$ cat src/rtl/mem_access_unit.sv
// Load/store stage in front of the data memory: registers one request, drives the
// memory port from that register, and returns an extended load result one edge later.
module mem_access_unit #(
  parameter int ADDR_W = 32
) (
  input  logic              Clk,
  input  logic              Reset_n,
  input  logic              flush,
  input  logic              in_valid,
  output logic              in_ready,
  input  logic [2:0]        in_op,
  input  logic [ADDR_W-1:0] in_addr,
  input  logic [31:0]       in_wdata,
  input  logic [31:0]       in_pc,
  input  logic [4:0]        in_rd,
  output logic [31:0]       mem_pc,
  output logic [ADDR_W-1:0] mem_addr,
  output logic [31:0]       mem_wdata,
  output logic [3:0]        mem_we,
  input  logic [31:0]       mem_rdata,
  output logic              out_valid,
  input  logic              out_ready,
  output logic [31:0]       out_data,
  output logic [4:0]        out_rd,
  output logic [31:0]       out_pc,
  output logic              out_exc,
  output logic              out_exc_store,
  output logic [ADDR_W-1:0] out_badvaddr
);

  localparam logic [2:0] OP_LB  = 3'd0;
  localparam logic [2:0] OP_LBU = 3'd1;
  localparam logic [2:0] OP_LH  = 3'd2;
  localparam logic [2:0] OP_LHU = 3'd3;
  localparam logic [2:0] OP_LW  = 3'd4;
  localparam logic [2:0] OP_SB  = 3'd5;
  localparam logic [2:0] OP_SH  = 3'd6;
  localparam logic [2:0] OP_SW  = 3'd7;

  logic              s1Valid;
  logic [2:0]        s1Op;
  logic [ADDR_W-1:0] s1Addr;
  logic [31:0]       s1Wdata;
  logic [31:0]       s1Pc;
  logic [4:0]        s1Rd;

  logic [1:0]  lane;
  logic        isStore;
  logic        isHalf;
  logic        isWord;
  logic        misaligned;
  logic        adv;
  logic        accept;
  logic        storeFire;
  logic [3:0]  storeWe;
  logic [31:0] storeData;
  logic [7:0]  loadByte;
  logic [15:0] loadHalf;
  logic [31:0] resultData;

  assign lane    = s1Addr[1:0];
  assign isStore = (s1Op == OP_SB) || (s1Op == OP_SH) || (s1Op == OP_SW);
  assign isHalf  = (s1Op == OP_LH) || (s1Op == OP_LHU) || (s1Op == OP_SH);
  assign isWord  = (s1Op == OP_LW) || (s1Op == OP_SW);

  assign misaligned = (isHalf && lane[0]) || (isWord && (lane != 2'b00));

  assign adv      = s1Valid && (!out_valid || out_ready);
  assign in_ready = !s1Valid || adv;
  assign accept   = in_valid && in_ready;

  // Gating on adv makes each store write exactly once, on the edge it leaves S1.
  assign storeFire = adv && !misaligned && !flush && isStore && Reset_n;

  always_comb begin
    storeWe   = 4'b0000;
    storeData = s1Wdata;
    case (s1Op)
      OP_SB: begin
        storeWe   = 4'b0001 << lane;
        storeData = {4{s1Wdata[7:0]}};
      end
      OP_SH: begin
        storeWe   = lane[1] ? 4'b1100 : 4'b0011;
        storeData = {2{s1Wdata[15:0]}};
      end
      OP_SW: begin
        storeWe   = 4'b1111;
        storeData = s1Wdata;
      end
      default: begin
        storeWe   = 4'b0000;
        storeData = s1Wdata;
      end
    endcase
  end

  assign mem_addr  = s1Addr;
  assign mem_pc    = s1Pc;
  assign mem_wdata = storeData;
  assign mem_we    = storeFire ? storeWe : 4'b0000;

  always_comb begin
    loadByte = mem_rdata[7:0];
    case (lane)
      2'd0: loadByte = mem_rdata[7:0];
      2'd1: loadByte = mem_rdata[15:8];
      2'd2: loadByte = mem_rdata[23:16];
      2'd3: loadByte = mem_rdata[31:24];
      default: loadByte = mem_rdata[7:0];
    endcase
  end

  assign loadHalf = lane[1] ? mem_rdata[31:16] : mem_rdata[15:0];

  // Stores and faulting ops report zero data so writeback never sees stale lanes.
  always_comb begin
    resultData = 32'd0;
    if (!misaligned) begin
      case (s1Op)
        OP_LB:   resultData = {{24{loadByte[7]}}, loadByte};
        OP_LBU:  resultData = {24'd0, loadByte};
        OP_LH:   resultData = {{16{loadHalf[15]}}, loadHalf};
        OP_LHU:  resultData = {16'd0, loadHalf};
        OP_LW:   resultData = mem_rdata;
        default: resultData = 32'd0;
      endcase
    end
  end

  always_ff @(posedge Clk or negedge Reset_n) begin
    if (!Reset_n) begin
      s1Valid <= 1'b0;
      s1Op    <= OP_LB;
      s1Addr  <= '0;
      s1Wdata <= 32'd0;
      s1Pc    <= 32'd0;
      s1Rd    <= 5'd0;
    end else if (flush) begin
      s1Valid <= 1'b0;
    end else if (accept) begin
      s1Valid <= 1'b1;
      s1Op    <= in_op;
      s1Addr  <= in_addr;
      s1Wdata <= in_wdata;
      s1Pc    <= in_pc;
      s1Rd    <= in_rd;
    end else if (adv) begin
      s1Valid <= 1'b0;
    end
  end

  // S2 holds still under backpressure and empties once writeback takes it with nothing behind.
  always_ff @(posedge Clk or negedge Reset_n) begin
    if (!Reset_n) begin
      out_valid     <= 1'b0;
      out_data      <= 32'd0;
      out_rd        <= 5'd0;
      out_pc        <= 32'd0;
      out_exc       <= 1'b0;
      out_exc_store <= 1'b0;
      out_badvaddr  <= '0;
    end else if (flush) begin
      out_valid <= 1'b0;
    end else if (adv) begin
      out_valid     <= 1'b1;
      out_data      <= resultData;
      out_rd        <= (isStore || misaligned) ? 5'd0 : s1Rd;
      out_pc        <= s1Pc;
      out_exc       <= misaligned;
      out_exc_store <= misaligned && isStore;
      out_badvaddr  <= misaligned ? s1Addr : '0;
    end else if (out_ready) begin
      out_valid <= 1'b0;
    end
  end

endmodule

$ cat config.mk
export PLATFORM = sky130hd
export DESIGN_NAME = mem_access_unit
export DESIGN_NICKNAME = d
export VERILOG_FILES = /design/src/rtl/mem_access_unit.sv
export SDC_FILE = /design/constraint.sdc
export NUM_CORES = 1
export LEC_CHECK = 0
export CORE_ASPECT_RATIO = 1.2
export CORE_MARGIN = 2
export CORE_UTILIZATION = 30
export DETAILED_ROUTE_END_ITERATION = 7
export MAX_ROUTING_LAYER = met4
export PLACE_DENSITY = 0.59
export SLEW_MARGIN = 5
export SYNTH_ARGS = -nofsm -noshare
export SYNTH_HDL_FRONTEND = slang
export SYNTH_SLANG_ARGS = --single-unit
export TNS_END_PERCENT = 10
$ cat constraint.sdc
create_clock -name Clk -period 2.76 [get_ports Clk]
set_clock_uncertainty 0.05 [all_clocks]
set_input_delay 0.552 -clock Clk [delete_from_list [all_inputs] [get_ports Clk]]
set_output_delay 0.552 -clock Clk [all_outputs]
set_load 0.05 [all_outputs]
**Yosys cells after proc, flatten, opt, wreduce, memory -nomap -nowiden**

Index checks and enable logic that the tools add are counted.

- Register bits after elaboration: 209
- Output and inout bits: 205

- Equality and inequality tests: 10
- Shifts and indexed selects: 1
- Mux-type cells: 16
- Bitwise logic cells: 1
- Reduce and logical (&&, ||, !) cells: 29

Operators with widths:

| operator | count |
|---|---|
| $pmux 32 s5 | 1 |
| $mux 32 | 2 |
| $pmux 32 s2 | 1 |
| $pmux 8 s4 | 1 |
| $mux 16 | 1 |
| $eq 3x3->1 const B | 4 |
| $pmux 4 s3 | 1 |
| $logic_and 1x1->1 | 9 |
| $logic_or 1x1->1 | 9 |
| $mux 4 | 2 |
| $eq 3x2->1 const B | 2 |
| $mux 1 | 6 |
| $reduce_bool 3->1 | 2 |
| $mux 5 | 1 |
| $eq 2x2->1 const B | 2 |
| $logic_not 1->1 | 4 |
| $reduce_and 2->1 | 2 |
| $shl 1x2->4 const A | 1 |
| $eq 3x1->1 const B | 1 |
| $logic_not 3->1 | 1 |
| $eq 2x1->1 const B | 1 |
| $logic_not 2->1 | 1 |
| $reduce_bool 2->1 | 1 |
| $not 1->1 | 1 |

**Logic depth before layout (Yosys ltp)**

- Depth in word-level cells: 11
- Depth in mapped cells: 7

**Least setup slack after synthesis**

OpenSTA, ideal clock, no wires.

- Path type: reg-to-output
- From: register out_valid
- To: output mem_we[0]
- Data arrival time: 2.160 ns
- Data required time: 2.158 ns
- Slack: -0.002 ns
- Cell stages (with the launch flop): 6
- Cells stage by stage: dfrtp_1 -> nor2b_4 -> nor3b_2 -> buf_2 -> nand4_1 -> a21oi_1

- Word-level cells in the longest chain between the ends: 8

RTL lines:

| what | RTL line | source |
|---|---|---|
| start: declaration | 21 | `output logic out_valid,` |
| start signal: assignment | 156 | `out_valid <= 1'b0;` |
| start signal: assignment | 164 | `out_valid <= 1'b0;` |
| start signal: assignment | 166 | `out_valid <= 1'b1;` |
| $logic_not 1->1 | 68 | `assign adv = s1Valid && (!out_valid \|\| out_ready);` |
| $logic_or 1x1->1 | 68 |  |
| $logic_and 1x1->1 | 68 |  |
| $logic_and 1x1->1 (4 in series) | 73 | `assign storeFire = adv && !misaligned && !flush && isStore && Reset_n;` |
| $mux 4 | 101 | `assign mem_we = storeFire ? storeWe : 4'b0000;` |
| end: declaration | 19 | `output logic [3:0] mem_we,` |

No other way between the ends.

**Worst setup path in the final report**

- From: register s1Op[0]
- To: output mem_we[0]

- Word-level cells in the longest chain between the ends: 11
- Elaborated cells between the ends (all ways): 21
- Classes of those cells: eq/ne: 6; mux: 2; reduce/logical: 13

RTL lines:

| what | RTL line | source |
|---|---|---|
| start: declaration | 41 | `logic [2:0] s1Op;` |
| start signal: assignment | 143 | `s1Op <= in_op;` |
| $eq 3x2->1 | 63 | `assign isHalf = (s1Op == OP_LH) \|\| (s1Op == OP_LHU) \|\| (s1Op == OP_SH);` |
| $logic_or 1x1->1 (2 in series) | 63 |  |
| $logic_and 1x1->1 | 66 | `assign misaligned = (isHalf && lane[0]) \|\| (isWord && (lane != 2'b00));` |
| $logic_or 1x1->1 | 66 |  |
| $logic_not 1->1 | n/a |  |
| $logic_and 1x1->1 (4 in series) | 73 |  |
| $mux 4 * | 101 |  |

Mark *: on every way between the ends. The rest lies on a longest branch, timed or not.

==> results.json <==
{
  "path_class": "reg2out",
  "arrival_ps": 2170,
  "grt_max_degree": 105,
  "cts_made_buffers": 23,
  "postRouteAntennaNets": 0,
  "port_buffers": 345,
  "rows": 69,
  "worstPathMaxFanout": 9,
  "drt-vias-per-instance": 4.75,
  "antenna_found_initial": 3,
  "synth_enable_flop_cells": 0,
  "gr-usage-all-layers": 0.187,
  "status": "finished with violations",
  "cpPeakStageDelay_ps": 490,
  "multi_input_area_mm2": 0.00349,
  "wl_per_cell_um": 19.2,
  "ys_async_sr_fraction": 1.00,
  "ys_types": 43,
  "vias": 7401,
  "worst_path_max_delay_cell": "dfrtp_2",
  "ir_drop_uv": 487,
  "cts_tree": "done",
  "crit_chain": "and3_1 -> o21ai_2 -> nand4_1 -> buf_4 -> a21oi_1 -> buf_12",
  "violations": "negative setup slack",
  "core_area_mm2": 0.0297,
  "post_cts_buffers": 0,
  "synthToLayoutAreaGrowth_pct": 52.6,
  "drive_gt1_frac": 0.194,
  "place_hpwl_mm": 21.6,
  "die_w_um": 163,
  "fp.dieH_um": 195,
  "relSlewSlack": 0.287,
  "min_path_type": "in2async",
  "p_leak_uw": 0.00590,
  "path_clk_slew_ps": 60,
  "htreeDepth": 1,
  "hold_ws_ps": 51.2,
  "clock_path_buffers": 3,
  "period_needed_ps": 2770,
  "power_density_mw_per_mm2": 862,
  "clock_latency_ps": 500,
  "gp_congestion": 0.872,
  "synth_warnings": 0,
  "cp-end-kind": "output pin",
  "stdcell_count": 1557,
  "drcViolationCount": 0,
  "ios": 346,
  "clock-sinks": 209,
  "setup_ws_ps": -13.2,
  "synthesis.area_mm2": 0.00910,
  "drt_wl_total_mm": 29.9,
  "fin_crit_sh": 1.00,
  "layout.nets": 1295,
  "power_uw": 12000,
  "dieArea_mm2": 0.0317,
  "grt_pass1_wl_mm": 44.6,
  "drt_iter0_drc": 466,
  "grt_pass1_vias": 7652,
  "first_pass_iters": 7,
  "grt_overflow": 0,
  "maxCapViolCount": 0,
  "rsz0062_at_grt": "yes",
  "final_util": 0.468,
  "startpoint_type": "flip-flop",
  "setup_violations": 1,
  "hold_violations": 0,
  "cp.required_ps": 2160,
  "placed_cells": 1519,
  "clock-root-buffer": "clkbuf_16",
  "fmax_mhz": 361,
  "slew_violations": 0,
  "ys_seq_area_frac": 0.575,
  "holdBufCountCts": 0,
  "synthCells": 822,
  "fillers": 2838,
  "ys_ff_latch": 209,
  "worst_slew_pin_slew_ps": 1070,
  "start_util": 0.306,
  "synth_nets": 963,
  "synth_flop_cell": "dfrtp_1",
  "ff_latch_area_mm2": 0.00523,
  "synth_area_per_cell_um2": 11.1,
  "final_cell_mix": "clkdlybuf4s50_1, nand2_1, dfrtp_1",
  "layout_commonest_cell": "clkdlybuf4s50_1"
}
[worst max-delay path: cells and delay by family (launching register included)]
kind,cells,cell delay (ps)
AOI/OAI and AO/OA,2,450
and+or+nand+nor,2,340
DFF,1,490
buffers and inverters,2,380
[worst paths after layout]
path                                end       from  slack [ps]  depth (start not counted)
setup / recovery              mem_we[0]    s1Op[0]         -10                          6
hold / removal                out_pc[0]    Reset_n          50                          2
setup reg to reg           out_data[31]  out_valid         460                          6
hold reg to reg               out_pc[3]  out_pc[3]         420                          2
max in group asynchronous    s1Wdata[3]    Reset_n        1240                          3
min in group Clk              out_pc[3]  out_pc[3]         420                          2
[area by class of cell]
| cell class | count | area share |
|---|---|---|
| antenna | 3 | 0.000541 |
| inverter | 11 | 0.00297 |
| tap | 390 | 0.0351 |
| timing repair buffer | 373 | 0.286 |
| sequential | 209 | 0.377 |
| multi-input combinational | 536 | 0.251 |
| clock buffer | 29 | 0.0452 |
| clock inverter | 6 | 0.00252 |
[sequential cells by signal, indices dropped and copies added (netlist names)]
signal / count
mem_pc: 32
s1Wdata: 32
out_rd: 5
out_data: 32
s1Rd: 5
out_pc: 32
mem_addr: 32
out_valid: 1
s1Op: 3
out_exc: 1
out_exc_store: 1
out_badvaddr: 32
s1Valid: 1
[where the power goes]
group	internal, uW	switching [uW]
registers	3620	376
logic	1880	3280
clock network	1590	1220
[cells in the mapped netlist (10+ instances only)]
library cell	instances	area, um^2
a21oi_1	14	70.1
a22oi_1	16	120
buf_2	28	140
buf_4	13	97.6
clkbuf_1	11	41.3
dfrtp_1	209	5230
inv_1	11	41.3
mux2_2	111	1250
mux2i_1	10	100
nand2_1	210	788
nor2_1	15	56.3
o21ai_0	47	235
o21ai_1	37	185
[per-layer routing]
layer	vias to the layer above	part of all wire	track usage
li1	3481	-	-
met1	3616	0.38	0.208
met2	246	0.52	0.329
met3	58	0.064	0.0384
met4	0	0.034	0.0685
met5	-	0	-
[per-stage QoR]
| stage | setup TNS [ps] | setup WS [ps] | area [um^2] |
|---|---|---|---|
| floorplan | -8.78 | -2.19 | 9100 |
| global placement | -212 | -38.5 | 13200 |
| detailed placement | -3060 | -153 | 13200 |
| CTS | -94.9 | -33.6 | 13800 |
| global route | -133 | -89.0 | 13900 |
| finish | -13.2 | -13.2 | 13900 |
[what timing repair did]
action / 4_1_cts / 5_1_grt
endpoints found under the setup margin: 13 / 19
cloned: 0 / 0
gates resized for setup: 14 / 16
pin swaps: 0 / 0
[cell families after synthesis]
logic type      share of synthesized area
buf+inv                            0.0483
flops                               0.575
mux                                 0.152
simple gates                        0.122
compound gates                      0.102
xor+xnor                         0.000963
Power figures use the tool's default switching activity.
